===== config.mk =====
export PLATFORM = sky130hd
export DESIGN_NAME = ttt_game_ctrl_flat
export DESIGN_NICKNAME = d
export VERILOG_FILES = /design/src/rtl/ttt_game_ctrl_if.sv /design/src/rtl/ttt_game_ctrl.sv /design/src/flat_wrapper.sv
export SDC_FILE = /design/constraint.sdc
export NUM_CORES = 1
export LEC_CHECK = 0
export ABC_AREA = 1
export BUFFER_PORTS_ARGS = -buffer_cell sky130_fd_sc_hd__buf_2
export CORE_AREA = 2 2 90 92
export CTS_CLUSTER_DIAMETER = 100
export DETAILED_ROUTE_END_ITERATION = 12
export DIE_AREA = 0 0 92 94
export SYNTH_ARGS = -nofsm -noshare
export SYNTH_HDL_FRONTEND = slang
export SYNTH_SLANG_ARGS = --single-unit

===== constraint.sdc =====
create_clock -name clk -period 2.2 [get_ports clk]
set_input_delay 0.11 -clock clk [delete_from_list [all_inputs] [get_ports clk]]
set_output_delay 0.11 -clock clk [all_outputs]
set_load 0.005 [all_outputs]

===== src/rtl/ttt_game_ctrl_if.sv =====
// Move handshake between the move-entry logic and the tic-tac-toe game controller.
interface ttt_game_ctrl_if;
   logic       move_valid;
   logic [3:0] move_pos;
   logic       move_ready;

   modport master (output move_valid, output move_pos, input move_ready);
   modport slave  (input move_valid, input move_pos, output move_ready);
endinterface


===== src/rtl/ttt_game_ctrl.sv =====
// Tic-tac-toe game controller: board storage, move handshake, and a sequential
// line scan through one shared three-in-a-row evaluator.
//
//   state | meaning
//   WAIT  | ready for a move; illegal moves are consumed and flagged
//   SCAN  | evaluating lines 0..7, one per cycle, after a legal move
//   DONE  | game ended (win or draw); holds until new_game or reset

module detect_3inarow (
   input  logic [1:0] cell_a,
   input  logic [1:0] cell_b,
   input  logic [1:0] cell_c,
   output logic       winner,
   output logic [1:0] who
);
   assign winner = (cell_a != 2'b00) && (cell_a == cell_b) && (cell_b == cell_c);
   assign who    = winner ? cell_a : 2'b00;
endmodule

module ttt_game_ctrl #(
   parameter logic [1:0] FIRST_PLAYER = 2'b01
) (
   input  logic               clk,
   input  logic               rst_n,
   input  logic               new_game,
   ttt_game_ctrl_if.slave     mv,
   output logic [17:0]        board,
   output logic [1:0]         turn,
   output logic               illegal_move,
   output logic               game_over,
   output logic [1:0]         who_win,
   output logic [2:0]         win_line,
   output logic               draw
);

   typedef enum logic [1:0] {
      WAIT = 2'd0,
      SCAN = 2'd1,
      DONE = 2'd2
   } state_t;

   state_t      state_q, state_d;
   logic [17:0] board_q, board_d;
   logic [1:0]  turn_q, turn_d;
   logic [3:0]  move_cnt_q, move_cnt_d;
   logic [2:0]  line_cnt_q, line_cnt_d;
   logic        hit_q, hit_d;
   logic [2:0]  hit_line_q, hit_line_d;
   logic [1:0]  hit_who_q, hit_who_d;
   logic        illegal_q, illegal_d;
   logic        game_over_q, game_over_d;
   logic [1:0]  who_win_q, who_win_d;
   logic [2:0]  win_line_q, win_line_d;
   logic        draw_q, draw_d;

   logic [1:0]  cells [9];
   logic [3:0]  idx_a, idx_b, idx_c;
   logic        det_winner;
   logic [1:0]  det_who;
   logic [1:0]  pos_cell;
   logic        move_legal;

   always_comb begin
      for (int i = 0; i < 9; i++) cells[i] = board_q[2*i +: 2];
   end

   always_comb begin
      idx_a = 4'd0;
      idx_b = 4'd1;
      idx_c = 4'd2;
      case (line_cnt_q)
         3'd0: begin idx_a = 4'd0; idx_b = 4'd1; idx_c = 4'd2; end
         3'd1: begin idx_a = 4'd3; idx_b = 4'd4; idx_c = 4'd5; end
         3'd2: begin idx_a = 4'd6; idx_b = 4'd7; idx_c = 4'd8; end
         3'd3: begin idx_a = 4'd0; idx_b = 4'd3; idx_c = 4'd6; end
         3'd4: begin idx_a = 4'd1; idx_b = 4'd4; idx_c = 4'd7; end
         3'd5: begin idx_a = 4'd2; idx_b = 4'd5; idx_c = 4'd8; end
         3'd6: begin idx_a = 4'd0; idx_b = 4'd4; idx_c = 4'd8; end
         3'd7: begin idx_a = 4'd2; idx_b = 4'd4; idx_c = 4'd6; end
         default: ;
      endcase
   end

   detect_3inarow u_det (
      .cell_a (cells[idx_a]),
      .cell_b (cells[idx_b]),
      .cell_c (cells[idx_c]),
      .winner (det_winner),
      .who    (det_who)
   );

   // Out-of-range positions read as an occupied cell so they fall out as illegal.
   assign pos_cell   = (mv.move_pos <= 4'd8) ? cells[mv.move_pos] : 2'b11;
   assign move_legal = (pos_cell == 2'b00);

   always_comb begin
      state_d     = state_q;
      board_d     = board_q;
      turn_d      = turn_q;
      move_cnt_d  = move_cnt_q;
      line_cnt_d  = line_cnt_q;
      hit_d       = hit_q;
      hit_line_d  = hit_line_q;
      hit_who_d   = hit_who_q;
      illegal_d   = 1'b0;
      game_over_d = game_over_q;
      who_win_d   = who_win_q;
      win_line_d  = win_line_q;
      draw_d      = draw_q;

      if (new_game) begin
         state_d     = WAIT;
         board_d     = '0;
         turn_d      = FIRST_PLAYER;
         move_cnt_d  = '0;
         line_cnt_d  = '0;
         hit_d       = 1'b0;
         hit_line_d  = '0;
         hit_who_d   = '0;
         game_over_d = 1'b0;
         who_win_d   = '0;
         win_line_d  = '0;
         draw_d      = 1'b0;
      end else begin
         case (state_q)
            WAIT: begin
               if (mv.move_valid) begin
                  if (move_legal) begin
                     board_d[{mv.move_pos, 1'b0} +: 2] = turn_q;
                     move_cnt_d = move_cnt_q + 4'd1;
                     line_cnt_d = '0;
                     hit_d      = 1'b0;
                     hit_line_d = '0;
                     hit_who_d  = '0;
                     state_d    = SCAN;
                  end else begin
                     illegal_d = 1'b1;
                  end
               end
            end
            SCAN: begin
               if (det_winner && !hit_q) begin
                  hit_d      = 1'b1;
                  hit_line_d = line_cnt_q;
                  hit_who_d  = det_who;
               end
               if (line_cnt_q == 3'd7) begin
                  // Line 7 is folded in combinationally so the verdict lands on this edge.
                  if (hit_q || det_winner) begin
                     who_win_d   = hit_q ? hit_who_q  : det_who;
                     win_line_d  = hit_q ? hit_line_q : 3'd7;
                     game_over_d = 1'b1;
                     state_d     = DONE;
                  end else if (move_cnt_q == 4'd9) begin
                     draw_d      = 1'b1;
                     game_over_d = 1'b1;
                     state_d     = DONE;
                  end else begin
                     turn_d  = turn_q ^ 2'b11;
                     state_d = WAIT;
                  end
               end else begin
                  line_cnt_d = line_cnt_q + 3'd1;
               end
            end
            DONE: ;
            default: state_d = WAIT;
         endcase
      end
   end

   always_ff @(posedge clk or negedge rst_n) begin
      if (!rst_n) begin
         state_q     <= WAIT;
         board_q     <= '0;
         turn_q      <= FIRST_PLAYER;
         move_cnt_q  <= '0;
         line_cnt_q  <= '0;
         hit_q       <= 1'b0;
         hit_line_q  <= '0;
         hit_who_q   <= '0;
         illegal_q   <= 1'b0;
         game_over_q <= 1'b0;
         who_win_q   <= '0;
         win_line_q  <= '0;
         draw_q      <= 1'b0;
      end else begin
         state_q     <= state_d;
         board_q     <= board_d;
         turn_q      <= turn_d;
         move_cnt_q  <= move_cnt_d;
         line_cnt_q  <= line_cnt_d;
         hit_q       <= hit_d;
         hit_line_q  <= hit_line_d;
         hit_who_q   <= hit_who_d;
         illegal_q   <= illegal_d;
         game_over_q <= game_over_d;
         who_win_q   <= who_win_d;
         win_line_q  <= win_line_d;
         draw_q      <= draw_d;
      end
   end

   assign mv.move_ready = (state_q == WAIT);
   assign board         = board_q;
   assign turn          = turn_q;
   assign illegal_move  = illegal_q;
   assign game_over     = game_over_q;
   assign who_win       = who_win_q;
   assign win_line      = win_line_q;
   assign draw          = draw_q;

endmodule


===== src/flat_wrapper.sv =====
// flat-port wrapper written by rule: the top's interface ports become plain ports
module ttt_game_ctrl_flat 
#(
   parameter logic [1:0] FIRST_PLAYER = 2'b01
)
  (clk, rst_n, new_game, board, turn, illegal_move, game_over, who_win, win_line, draw, mv_move_valid, mv_move_pos, mv_move_ready);
  ttt_game_ctrl_if mv_i ();
  input  logic clk;
  input  logic rst_n;
  input  logic new_game;
  output logic [17:0] board;
  output logic [1:0] turn;
  output logic illegal_move;
  output logic game_over;
  output logic [1:0] who_win;
  output logic [2:0] win_line;
  output logic draw;
  input wire logic [$bits(mv_i.move_valid)-1:0] mv_move_valid;
  input wire logic [$bits(mv_i.move_pos)-1:0] mv_move_pos;
  output wire logic [$bits(mv_i.move_ready)-1:0] mv_move_ready;
  assign mv_i.move_valid = mv_move_valid;
  assign mv_i.move_pos = mv_move_pos;
  assign mv_move_ready = mv_i.move_ready;
  ttt_game_ctrl #(.FIRST_PLAYER(FIRST_PLAYER)) u_core (.clk(clk), .rst_n(rst_n), .new_game(new_game), .mv(mv_i), .board(board), .turn(turn), .illegal_move(illegal_move), .game_over(game_over), .who_win(who_win), .win_line(win_line), .draw(draw));
endmodule

# Word-level counts from Yosys, hierarchy flattened
# Memory sizes are Yosys's and may differ from the RTL's.
# Cells that the tools add are included.
dict set report word_totals {
  reg_bits 43
  latch_bits 0
  ram_bits 0
  romBits 80
  in_bits 8
  output_inout_bits 29
  mem_count 1
}
# memory depth word_bits read_ports rd_clocked_by_memory_dff write_ports line
set mem_list {}
lappend mem_list {{(name not given)} 8 10 1 0 0 ttt_game_ctrl.sv:71} ;# case (line_cnt_q)
dict set report classes {
  n_addsub 3
  mul 0
  n_div 0
  n_lt_le_gt_ge 5
  eq_ne 14
  shift 2
  mux 76
  bitwise_logic 5
  reduce_logical 25
}
# cell n
set op_table {}
lappend op_table {{two-way mux 18 bit} 4}
lappend op_table {{two-way mux 2 bit} 30}
lappend op_table {{two-way mux 3 bit} 11}
lappend op_table {{binary-select mux 2 bit (select 4 bit)} 4}
lappend op_table {{>= comparator 5 bit (second input constant)} 4}
lappend op_table {{NOT 4 -> 5 bit} 4}
lappend op_table {{AND reduction 4 bit} 5}
lappend op_table {{bitwise mux 18 bit} 1}
lappend op_table {{variable shift 2 x 7 -> 18 bit (first input constant)} 1}
lappend op_table {{variable part select 2 x 7 -> 18 bit} 1}
lappend op_table {{two-way mux 1 bit} 17}
lappend op_table {{two-way mux 4 bit} 4}
lappend op_table {{nonzero test 2 bit} 8}
lappend op_table {{one-hot mux 3 bit (2 select lines)} 2}
lappend op_table {{inequality test 3 x 2 -> 1 bit (second input constant)} 3}
lappend op_table {{AND reduction 3 bit} 3}
lappend op_table {{negator 5 -> 7 bit} 1}
lappend op_table {{inequality test 2 bit (second input constant)} 3}
lappend op_table {{inequality test 3 bit (second input constant)} 2}
lappend op_table {{one-hot mux 2 bit (3 select lines)} 1}
lappend op_table {{nonzero test 3 bit} 2}
lappend op_table {{adder 4 x 1 -> 4 bit (second input constant)} 1}
lappend op_table {{== test 2 bit} 2}
lappend op_table {{== test 4 bit (second input constant)} 1}
lappend op_table {{other kinds (12)} 15}

# Depth between registers and ports, before layout
# Gate-level depths: netlist of run 1.
# An unclocked memory read counts as a cell.
dict set report logic_depth {
  word_depth 14
  depth_mapped 20
}

# Cells and area by module
# From an unflattened synthesis of run 1, not the netlist that was laid out.
dict set report unflattened {
  hier_cells 466
  hier_area_um2 3228.1
}
# mod instances cells_per_inst area_each_um2 seq_area_each_um2
set modules_own_cells {}
lappend modules_own_cells {ttt_game_ctrl 1 450 3163.0 1077.3}
lappend modules_own_cells {detect_3inarow 1 16 65.1 0.0}

# Worst setup path before layout of run 1
# No wires, ideal clock.
dict set report synth_path {
  path_kind {reg2reg}
  startpoint {register u_core.line_cnt_q[0]}
  endpoint {register u_core.hit_line_q[0]}
  setup_time_ns 0.117
  arrival_time_ns 2.267
  path_slack_ns -0.183
  stages_incl_launch_ff 17
  path_buffers 0
  synth_period_minus_slack_ns 2.383
  cell_sequence {dfrtp_1 inv_1 ha_1 inv_2 nand2_1 o21ai_1 nand3_1 nand3_1 nand2_1 nand2_1 nand3_1 nor2_4 nand2_1 nand2_1 nand2_2 nand2_1 nand2_1}
}
dict set report synth_between {
  elab_chain_len 11
  elab_cells_between_ends 24
  classes_between {3 x eq/ne; 12 x mux; 3 x bitwise; 5 x reduce/logical; 1 x memory}
}
# item line
set synth_rtl {}
lappend synth_rtl {{start, declared} ttt_game_ctrl.sv:46} ;# logic [2:0] line_cnt_q, line_cnt_d;
lappend synth_rtl {{start signal, assigned} ttt_game_ctrl.sv:192} ;# line_cnt_q <= line_cnt_d;
lappend synth_rtl {{memory (8 x 10 bit)} -}
lappend synth_rtl {{NOT 4 -> 5 bit (on tied branches)} {ttt_game_ctrl.sv:85, ttt_game_ctrl.sv:86}}
lappend synth_rtl {{binary-select mux 2 bit (select 4 bit) (on tied branches)} {ttt_game_ctrl.sv:85, ttt_game_ctrl.sv:86}}
lappend synth_rtl {{two-way mux 2 bit (on tied branches) (2 in a row)} {ttt_game_ctrl.sv:85, ttt_game_ctrl.sv:86}}
lappend synth_rtl {{== test 2 bit / nonzero test 2 bit (equally long branches)} ttt_game_ctrl.sv:16} ;# assign winner = (cell_a != 2'b00) && (cell_a == cell_b) && (cell_b == cell_c);
lappend synth_rtl {{logical AND 1 bit (2 in a row)} ttt_game_ctrl.sv:16}
lappend synth_rtl {{logical AND 1 bit} ttt_game_ctrl.sv:142} ;# if (det_winner && !hit_q) begin
lappend synth_rtl {{inequality test 3 x 2 -> 1 bit (no line)} -}
lappend synth_rtl {{AND reduction 4 bit (no line)} -}
lappend synth_rtl {{end signal, assigned} ttt_game_ctrl.sv:194} ;# hit_line_q <= hit_line_d;
lappend synth_rtl {{end, declared} ttt_game_ctrl.sv:48} ;# logic [2:0] hit_line_q, hit_line_d;
# Parallel ways exist; a longest one is shown, timed or not. The select of a mux whose other input is x is not followed.
# A chain may end at the register's enable or synchronous reset.

# Final worst setup path of run 1
dict set report layout_path {
  startpoint {register u_core.line_cnt_q[0]}
  endpoint {register u_core.who_win_q[0] (netlist: u_core.who_win[0])}
}
dict set report layout_between {
  elab_chain_len 14
  elab_cells_between_ends 29
  classes_between {3 x eq/ne; 15 x mux; 3 x bitwise; 7 x reduce/logical; 1 x memory}
}
# item line
set layout_rtl {}
lappend layout_rtl {{memory (8 x 10 bit)} -}
lappend layout_rtl {{NOT 4 -> 5 bit (on tied branches)} {ttt_game_ctrl.sv:85, ttt_game_ctrl.sv:86}}
lappend layout_rtl {{binary-select mux 2 bit (select 4 bit) (on tied branches)} {ttt_game_ctrl.sv:85, ttt_game_ctrl.sv:86}}
lappend layout_rtl {{two-way mux 2 bit (on tied branches) (2 in a row)} {ttt_game_ctrl.sv:85, ttt_game_ctrl.sv:86}}
lappend layout_rtl {{== test 2 bit / nonzero test 2 bit (equally long branches)} ttt_game_ctrl.sv:16}
lappend layout_rtl {{logical AND 1 bit (2 in a row)} ttt_game_ctrl.sv:16}
lappend layout_rtl {{two-way mux 2 bit} ttt_game_ctrl.sv:17} ;# assign who = winner ? cell_a : 2'b00;
lappend layout_rtl {{two-way mux 2 bit} ttt_game_ctrl.sv:150} ;# who_win_d = hit_q ? hit_who_q : det_who;
lappend layout_rtl {{two-way mux 2 bit} ttt_game_ctrl.sv:149} ;# if (hit_q || det_winner) begin
lappend layout_rtl {{two-way mux 2 bit} ttt_game_ctrl.sv:147} ;# if (line_cnt_q == 3'd7) begin
lappend layout_rtl {{two-way mux 2 bit} ttt_game_ctrl.sv:125} ;# case (state_q)
lappend layout_rtl {{two-way mux 2 bit} ttt_game_ctrl.sv:111} ;# if (new_game) begin
lappend layout_rtl {{end signal, assigned} ttt_game_ctrl.sv:198} ;# who_win_q <= who_win_d;
lappend layout_rtl {{end, declared} ttt_game_ctrl.sv:52} ;# logic [1:0] who_win_q, who_win_d;
# Parallel ways exist; a longest one is shown, timed or not. The select of a mux whose other input is x is not followed.

==> impl_metrics.yaml, run 1 <==
run_status:
  outcome: "finished with violations"
  violations: "negative setup slack"
route:
  viasPerCell: 5.39
  drt-total-wl_um: 10100
  drtIter0Drc: 132
  vias: 3517
  final_antenna_net_count: 0
  drt_pre_antenna_iters: 4
  drc: 0
  wire_per_inst_um: 15.4
floorplanning:
  coreArea_um2: 7610
  die_x_um: 92
  die-area_um2: 8650
  num_io_pins: 37
  row_count: 32
  chipHeight_um: 94
  initial_utilization: 0.406
placement:
  port_buffers: 36
  routabilityCongestion: 0.929
  preCtsSetupSlack_ns: -0.257
  dp.cells: 636
  dpl-instance-area_um2: 3680
  place_hpwl_um: 7550
timing:
  fin_skew_ns: 0.0152
  min_period_over_period: 1.05
  setup_violations: 13
  fin_ws_ns: -0.104
  fin_crit_ns: 2.30
  hold_viol_final: 0
  slew_headroom: 0.602
  fin_tns_setup_ns: -0.921
  worst-slew-pin-transition_ns: 0.598
  rsz0062_at_grt: "true"
  report.final.slew_viol_count: 0
  fmax_ghz: 0.434
clocking:
  numCtsBuffers: 5
  tritoncts: "built"
  clk_latency_ns: 0.30
  cts_sinks: 43
  root_buffer: "clkbuf_8"
  clk_pin_slew_ns: 0.09
  cts.path.max_buffers: 2
  h-tree-depth: 2
global_routing:
  antenna_found_initial: 0
  grt-ovfl-total: 0
  grt_max_degree: 26
  grt.total_usage: 0.241
  grt_pass1_vias: 3495
  grt_pass1_wl_um: 16700
setup_path:
  required_ns: 2.44
  cp_cell_sequence: "inv_2, buf_4, ha_1, nand2_1, buf_4, inv_2, nand3_1, nand2_2, nand2_1, nand2_2, nand2_2, nor2_4, nand2_1, a21oi_2, nand2_1, nand2_1"
  path_max_fanout: 5
  critPathLaunch: "u_core.line_cnt_q[0]"
  startpoint_type: "flip-flop"
  worstSetupPathType: "flip-flop to flip-flop"
  critPathArrivalTime_ns: 2.55
  crit_family: "simple AND/OR/NAND/NOR gates"
  regToRegStartpoint: "u_core.line_cnt_q[0]"
  cpMostUsedCell: "nand2_1"
  critPathBufInv: 4
  critPathCaptureType: "flip-flop"
  crit_path_max_incr_delay_ns: 0.46
  slowest_stage: "dfrtp_2"
power_and_ir_drop:
  power_frac_clock: 0.154
  switching_power_uw: 1810
  p_int_uw: 2210
  power.density_nw_per_um2: 943
  vdd_drop_max_mv: 0.419
  switching_share: 0.451
  pwr-share-comb: 0.616
  p_leak_uw: 0.00215
  power_frac_seq: 0.230
synthesis:
  ys_top_cells_by_area: "dfrtp_1, nand2_1, nand3_1"
  postSynth.asyncResetShare: 1.00
  synth_commonest_cells: "nand2_1, nand3_1, inv_1, dfrtp_1, nor2_1"
  synthCells: 465
  postSynthAreaPerCell_um2: 6.64
  yosysMostFrequentCell: "nand2_1"
  yosys.area.top_type_share: 0.340
  synth_fp_nets: 484
  netlist-cell-type-count: 31
  synth_edf_count: 0
  yosysSeqAreaShare: 0.349
  synth_top_area_cell: "dfrtp_1"
  synthFlopType: "dfrtp_1"
  yosysWarnings: 0
  syn_area_um2: 3090
  ys_ff_latch: 43
flow_run:
  max_cap_violations: 0
cells_and_area:
  final_nets: 569
  syn2layout_area_growth_pct: 38.0
  drive_gt1_frac: 0.332
  fill_cells: 755
  postLayoutCoreUtil: 0.560
  antenna_cells: 0
  fin_cells: 653
  final_cell_area_um2: 4260
hold_path:
  hold_class: "input pin to flip-flop"
  holdCritStartpoint: "mv_move_valid"
[area by class of cell]
class | count | area (µm²) | area share
clock buffers | 5 | 68.8 | 0.0161
clock inverters | 3 | 43.8 | 0.0103
inverters | 64 | 250 | 0.0587
multi-input cells | 353 | 2140 | 0.502
flip-flops and latches | 43 | 1080 | 0.253
well taps | 102 | 128 | 0.0299
repair buffers | 83 | 554 | 0.130
[flip-flops by register name, summed over array words and instances (netlist names), 3 cells and up]
| name | count |
|---|---|
| u_core.board | 18 |
| u_core.move_cnt_q | 4 |
| u_core.hit_line_q | 3 |
| u_core.line_cnt_q | 3 |
| u_core.win_line | 3 |
[cell families (layout without fill, tap and decap cells)]
logic type | count (synthesis) | after routing | share of synthesized area
xor gates and xnor gates | 1 | 1 | 0.00284
adders and majority gates | 11 | 11 | 0.0446
DFF | 43 | 43 | 0.349
buffers and inverters | 71 | 155 | 0.0895
AOI/OAI and AO/OA | 60 | 60 | 0.113
and+or+nand+nor | 279 | 281 | 0.401
[worst register-to-register path, stage by stage (launching register included)]
cell and delay [ns]:
dfrtp_2 0.46, inv_2 0.09, buf_4 0.16, ha_1 0.15, nand2_1 0.06, buf_4 0.16, inv_2 0.09, nand3_1 0.11
nand2_2 0.14, nand2_1 0.09, nand2_2 0.08, nand2_2 0.06, nor2_4 0.15, nand2_1 0.13, a21oi_2 0.19, nand2_1 0.06
nand2_1 0.05
[final timing paths]
| kind | cells past startpoint | to | slack [ns] |
|---|---|---|---|
| worst min register to register | 2 | u_core.hit_who_q[1] | 0.47 |
| min in group asynchronous | 2 | u_core.line_cnt_q[1] | 0.35 |
| worst min-delay path | 3 | u_core.illegal_move | 0.08 |
| worst max-delay path | 16 | u_core.who_win[0] | -0.10 |
| worst max register to register | 16 | u_core.who_win[0] | -0.10 |
| max in group asynchronous | 3 | u_core.state_q[0] | 1.27 |
[metrics by stage]
step	hold WS, ns	total power (µW)
after floorplan	-0.186	2040
after global placement	0.145	2670
after detailed placement	0.149	2690
after CTS	0.0736	3770
after global routing	0.102	4310
final	0.0842	4020
[routing by layer]
layer,GRT usage,vias up,share of wire
li1,-,1715,-
met1,0.336,1663,0.46
met2,0.384,118,0.47
met3,0.0345,21,0.053
met4,0.0846,0,0.021
met5,0,-,0
[power by group through the flow]
stage,Clock [µW],Sequential (µW),Combinational (µW)
final,618,923,2480
after global routing,670,932,2710
after CTS,636,918,2210
after detailed placement,0,928,1760
after global placement,0,927,1740
after floorplan,0,921,1120
[cells in the final DEF (no fill, tap or decap), types with 7 or more instances in the layout]
cell / instances
buf_2: 36
o22ai_1: 7
dfrtp_1: 40
nand2_4: 7
buf_4: 41
inv_1: 55
nor2_1: 21
nand2_2: 29
a21oi_1: 7
nand3_2: 24
nor3_1: 16
nand3_1: 59
ha_1: 8
nand2_1: 109
o21ai_0: 19
[timing repair]
action,in CTS,in global routing
endpoints found under the hold margin,22,0
hold buffers,1,0
endpoints found under the setup margin,16,17
cloned,2,0
resized for setup,70,31
pin swaps,27,34
setup buffers,4,2
(Power assumes the default switching activity.)
==> run 2, diff against run 1 <==
--- a/config.mk
+++ b/config.mk
@@ -6,7 +6,7 @@
 export NUM_CORES = 1
 export LEC_CHECK = 0
 export ABC_AREA = 1
-export BUFFER_PORTS_ARGS = -buffer_cell sky130_fd_sc_hd__buf_2
+export BUFFER_PORTS_ARGS = -buffer_cell sky130_fd_sc_hd__buf_4
 export CORE_AREA = 2 2 90 92
 export CTS_CLUSTER_DIAMETER = 100
 export DETAILED_ROUTE_END_ITERATION = 12
==> impl_metrics.yaml, run 2 (same netlist as run 1, synthesis figures left out) <==
run_status:
  outcome: "finished with violations"
  violations: "negative setup slack"
route:
  drtIter0Drc: 231
  wire_per_inst_um: 15.7
  drt_pre_antenna_iters: 4
  vias: 3514
  final_antenna_net_count: 0
  viasPerCell: 5.35
  drt-total-wl_um: 10300
  drc: 0
clocking:
  cts.path.max_buffers: 2
  tritoncts: "built"
  root_buffer: "clkbuf_8"
  clk_pin_slew_ns: 0.09
  h-tree-depth: 2
  numCtsBuffers: 5
  cts_sinks: 43
  clk_latency_ns: 0.30
global_routing:
  antenna_found_initial: 0
  grt_pass1_wl_um: 16400
  grt_max_degree: 44
  grt_pass1_vias: 3354
  grt.total_usage: 0.240
  grt-ovfl-total: 0
setup_path:
  cpMostUsedCell: "nand2_1"
  crit_path_max_incr_delay_ns: 0.44
  path_max_fanout: 5
  worstSetupPathType: "flip-flop to flip-flop"
  startpoint_type: "flip-flop"
  critPathArrivalTime_ns: 2.54
  cp_cell_sequence: "inv_2, ha_4, nor2_4, a21oi_4, buf_6, nand2_2, nand3_2, nand2_2, nand2_1, nand2_1, nand2_2, nand2_2, nor2_4, nand2_1, a21oi_2, nand2_1, nand2_1"
  critPathCaptureType: "flip-flop"
  slowest_stage: "dfrtp_2"
  required_ns: 2.44
cells_and_area:
  layout_common_cells: "nand2_1, buf_4, inv_1"
  largest_register_ffs: 18
  seq_area_um2: 1080
  layout_commonest_cell: "nand2_1"
  antenna_cells: 0
  syn2layout_area_growth_pct: 47.1
  drive_gt1_frac: 0.375
  multi_input_area_um2: 2280
  final_nets: 573
  fill_cells: 705
timing:
  rsz0062_at_grt: "true"
  slew_headroom: 0.617
  fin_tns_setup_ns: -0.751
  fin_ws_ns: -0.0928
  setup_violations: 12
  hold_viol_final: 0
  fmax_ghz: 0.436
  worst-slew-pin-transition_ns: 0.575
  min_period_over_period: 1.04
  fin_crit_ns: 2.29
  fin_skew_ns: 0.00969
  report.final.slew_viol_count: 0
power_and_ir_drop:
  vdd_drop_max_mv: 0.488
  power.density_nw_per_um2: 903
  p_leak_uw: 0.00222
  fin_total_pwr_uw: 4100
placement:
  place_hpwl_um: 7600
  port_buffers: 36
  routabilityCongestion: 0.933
floorplanning:
  num_io_pins: 37
  die_x_um: 92
  die-area_um2: 8650
  row_count: 32
  initial_utilization: 0.406
  chipHeight_um: 94
  coreArea_um2: 7610
hold_path:
  hold_class: "input pin to flip-flop"
flow_run:
  max_cap_violations: 0
## run 2: final timing paths
check                                      from                   end  slack [ns]  cells past startpoint
min in group asynchronous                 rst_n       u_core.board[6]        0.33                      2
max reg2reg                u_core.line_cnt_q[0]     u_core.who_win[0]       -0.09                     17
max                        u_core.line_cnt_q[0]     u_core.who_win[0]       -0.09                     17
max in group asynchronous                 rst_n  u_core.line_cnt_q[2]        1.44                      2
min reg2reg                 u_core.hit_who_q[0]   u_core.hit_who_q[0]        0.48                      2
min                                    new_game           u_core.draw        0.08                      2
## run 2: worst max-delay path, delay by kind of cell, from the launching register on
family / cells / cell delay, ns
AO/OA/AOI/OAI: 2 / 0.37
adder cells (fa/ha/maj): 1 / 0.33
buffers and inverters: 2 / 0.22
flip-flops: 1 / 0.44
AND/OR/NAND/NOR: 12 / 0.88
## run 2: area by class of cell
class,count,area share
Inverter,64,0.0559
Sequential cell,43,0.238
Tap cell,102,0.0281
Clock buffer,6,0.0160
Timing Repair Buffer,88,0.158
Clock inverter,2,0.00275
Multi-Input combinational cell,352,0.502
## run 2: report_power, final
group,internal [µW],switching (µW)
Sequential,853,70.9
Clock,222,282
Combinational,1110,1560
## run 2: what timing repair did
item / 4_1_cts / 5_1_grt
setup buffers: 6 / 4
gates cloned: 1 / 0
hold buffers: 1 / 0
pin swaps: 33 / 42
gates resized for setup: 71 / 69
endpoints found under the hold margin: 42 / 0
setup endpoints to repair: 16 / 17
## run 2: through the flow
stage	setup slack [ns]	hold WS, ns	cell area (µm²)	std cells	utilization
after global routing	-0.256	0.0782	4540	657	0.597
after CTS	-0.0550	0.0730	4220	653	0.554
final	-0.0928	0.0759	4540	657	0.597
after global placement	-0.215	0.144	3790	637	0.498
after floorplan	0.0143	-0.186	3100	465	-
after detailed placement	-0.263	0.153	3790	637	0.498
## run 2: layer usage
metal	global-route usage	up-vias	wire length, µm
met5	0	-	0
met4	0.0808	0	214
met1	0.337	1684	4830
met3	0.0385	17	449
li1	-	1721	-
met2	0.377	92	4830
==> run 3, diff against run 2 <==
--- a/config.mk
+++ b/config.mk
@@ -7,10 +7,11 @@
 export LEC_CHECK = 0
 export ABC_AREA = 1
 export BUFFER_PORTS_ARGS = -buffer_cell sky130_fd_sc_hd__buf_4
-export CORE_AREA = 2 2 90 92
+export CORE_AREA = 2 2 76 78
 export CTS_CLUSTER_DIAMETER = 100
 export DETAILED_ROUTE_END_ITERATION = 12
-export DIE_AREA = 0 0 92 94
+export DIE_AREA = 0 0 78 80
+export PLACE_DENSITY = 0.79
 export SYNTH_ARGS = -nofsm -noshare
 export SYNTH_HDL_FRONTEND = slang
 export SYNTH_SLANG_ARGS = --single-unit
==> constraint.sdc (replaced) <==
create_clock -name clk -period 2.4 [get_ports clk]
set_input_delay 0.12 -clock clk [delete_from_list [all_inputs] [get_ports clk]]
set_output_delay 0.12 -clock clk [all_outputs]
set_load 0.005 [all_outputs]
==> impl_metrics.yaml, run 3 (same netlist as run 1, synthesis figures left out) <==
timing:
  setup_violations: 4
  worst-slew-pin-transition_ns: 0.555
  hold_viol_final: 0
  rsz0062_at_grt: "true"
  fin_crit_ns: 2.41
  slew_headroom: 0.630
  fmax_ghz: 0.415
  report.final.slew_viol_count: 0
  fin_tns_setup_ns: -0.0397
  min_period_over_period: 1.00
  fin_skew_ns: 0.00972
  fin_ws_ns: -0.0116
  finalHoldWorstSlack_ns: 0.0788
clocking:
  cts.path.max_buffers: 2
  clk_pin_slew_ns: 0.08
  clk_latency_ns: 0.30
  tritoncts: "built"
  root_buffer: "clkbuf_8"
  numCtsBuffers: 5
  h-tree-depth: 2
  cts_sinks: 43
run_status:
  violations: "negative setup slack"
  outcome: "finished with violations"
route:
  top_layer: "met4"
  drt-total-wl_um: 9740
  wire_per_inst_um: 16.3
  vias: 3518
  drc: 0
  final_antenna_net_count: 0
  drtIter0Drc: 440
  met1Wirelength_um: 4070
  drt_pre_antenna_iters: 5
  viasPerCell: 5.88
  met2_wirelength_um: 4730
  dr_wl_met3_um: 731
setup_path:
  crit_family: "simple AND/OR/NAND/NOR gates"
  required_ns: 2.64
  crit_path_max_incr_delay_ns: 0.40
  critPathBufInv: 2
  critPathCaptureType: "flip-flop"
  critPathArrivalTime_ns: 2.65
  worstSetupPathType: "flip-flop to flip-flop"
  cpMostUsedCell: "nand2_1"
  startpoint_type: "flip-flop"
  slowest_stage: "dfrtp_1"
  path_max_fanout: 10
  cp_cell_sequence: "buf_6, ha_4, nand2_8, nand2_8, nand2_1, nand2_1, nand2_1, nand3_1, nand3_2, buf_4, o21ai_1, nand3_2, nand2_2, nand2_4, nand2_4, nand2_1, nand2_1"
placement:
  routabilityCongestion: 0.976
  place_hpwl_um: 6780
  preCtsSetupSlack_ns: -0.0655
  port_buffers: 36
  dpl-instance-area_um2: 3540
floorplanning:
  coreArea_um2: 5410
  die_x_um: 78
  initial_utilization: 0.571
  num_io_pins: 37
  row_count: 27
  chipHeight_um: 80
  die-area_um2: 6240
global_routing:
  grt.total_usage: 0.297
  grt-ovfl-total: 0
  grt_pass1_vias: 3129
  grt_max_degree: 44
  antenna_found_initial: 0
  grt_pass1_wl_um: 14700
power_and_ir_drop:
  pwr-share-comb: 0.590
  p_int_uw: 1780
  switching_power_uw: 1550
  power_frac_seq: 0.253
  power_frac_clock: 0.157
  p_leak_uw: 0.00201
  power.density_nw_per_um2: 835
  vdd_drop_max_mv: 0.553
  switching_share: 0.466
hold_path:
  hold_class: "input pin to flip-flop"
cells_and_area:
  final_nets: 544
  antenna_cells: 0
  final_cell_area_um2: 3990
  syn2layout_area_growth_pct: 29.1
  drive_gt1_frac: 0.266
  layout_common_cells: "nand2_1, nand3_1, inv_1"
  layout_commonest_cell: "nand2_1"
  largest_register_ffs: 18
  postLayoutCoreUtil: 0.737
flow_run:
  max_cap_violations: 0
## run 3: final timing paths
path                       cells past startpoint              endpoint  slack, ns            startpoint
max                                           17    u_core.win_line[2]      -0.01  u_core.line_cnt_q[0]
min                                            2           u_core.draw       0.08              new_game
max reg2reg                                   17    u_core.win_line[2]      -0.01  u_core.line_cnt_q[0]
min reg2reg                                    2   u_core.hit_who_q[1]       0.49   u_core.hit_who_q[1]
max in group asynchronous                      2  u_core.line_cnt_q[2]       1.66                 rst_n
min in group asynchronous                      2  u_core.move_cnt_q[1]       0.33                 rst_n
## run 3: worst reg2reg max path: stages (launching register included)
cell and delay (ns):
dfrtp_1 0.40, buf_6 0.17, ha_4 0.20, nand2_8 0.11, nand2_8 0.11, nand2_1 0.09
nand2_1 0.09, nand2_1 0.06, nand3_1 0.10, nand3_2 0.14, buf_4 0.18, o21ai_1 0.18
nand3_2 0.13, nand2_2 0.11, nand2_4 0.08, nand2_4 0.09, nand2_1 0.04, nand2_1 0.06
## run 3: final cells by class
class / count / area (µm²)
fillers: 437 / 1420
clock buffers: 8 / 100
multi-input cells: 352 / 2010
repair buffers: 59 / 457
inverters: 64 / 245
flip-flops and latches: 43 / 1080
well taps: 72 / 90.1
## run 3: metal layers
layer / vias up / global-route usage
li1: 1660 / -
met1: 1634 / 0.407
met2: 197 / 0.503
met3: 27 / 0.0362
met4: 0 / 0.0737
met5: - / 0
## run 3: power by group through the flow
| stage | clock [µW] | combinational, µW | sequential (µW) |
|---|---|---|---|
| finish | 523 | 1960 | 841 |
| global route | 554 | 2140 | 848 |
| CTS | 523 | 1510 | 834 |
| detailed placement | 0 | 1470 | 847 |
| global placement | 0 | 1440 | 845 |
| floorplan | 0 | 998 | 843 |
## run 3: per-stage QoR
stage | power (µW) | instances
2_1_floorplan | 1840 | 465
4_1_cts | 2870 | 592
6_report | 3330 | 598
3_5_place_dp | 2320 | 583
3_3_place_gp | 2280 | 583
5_1_grt | 3540 | 598
## run 3: timing repair
action / 4_1_cts / 5_1_grt
gates cloned: 0 / 1
gates resized for setup: 6 / 69
setup endpoints to repair: 16 / 16
pin swaps: 0 / 27
hold endpoints to repair: 42 / 0
buffers inserted: 0 / 5
hold buffers: 1 / 0
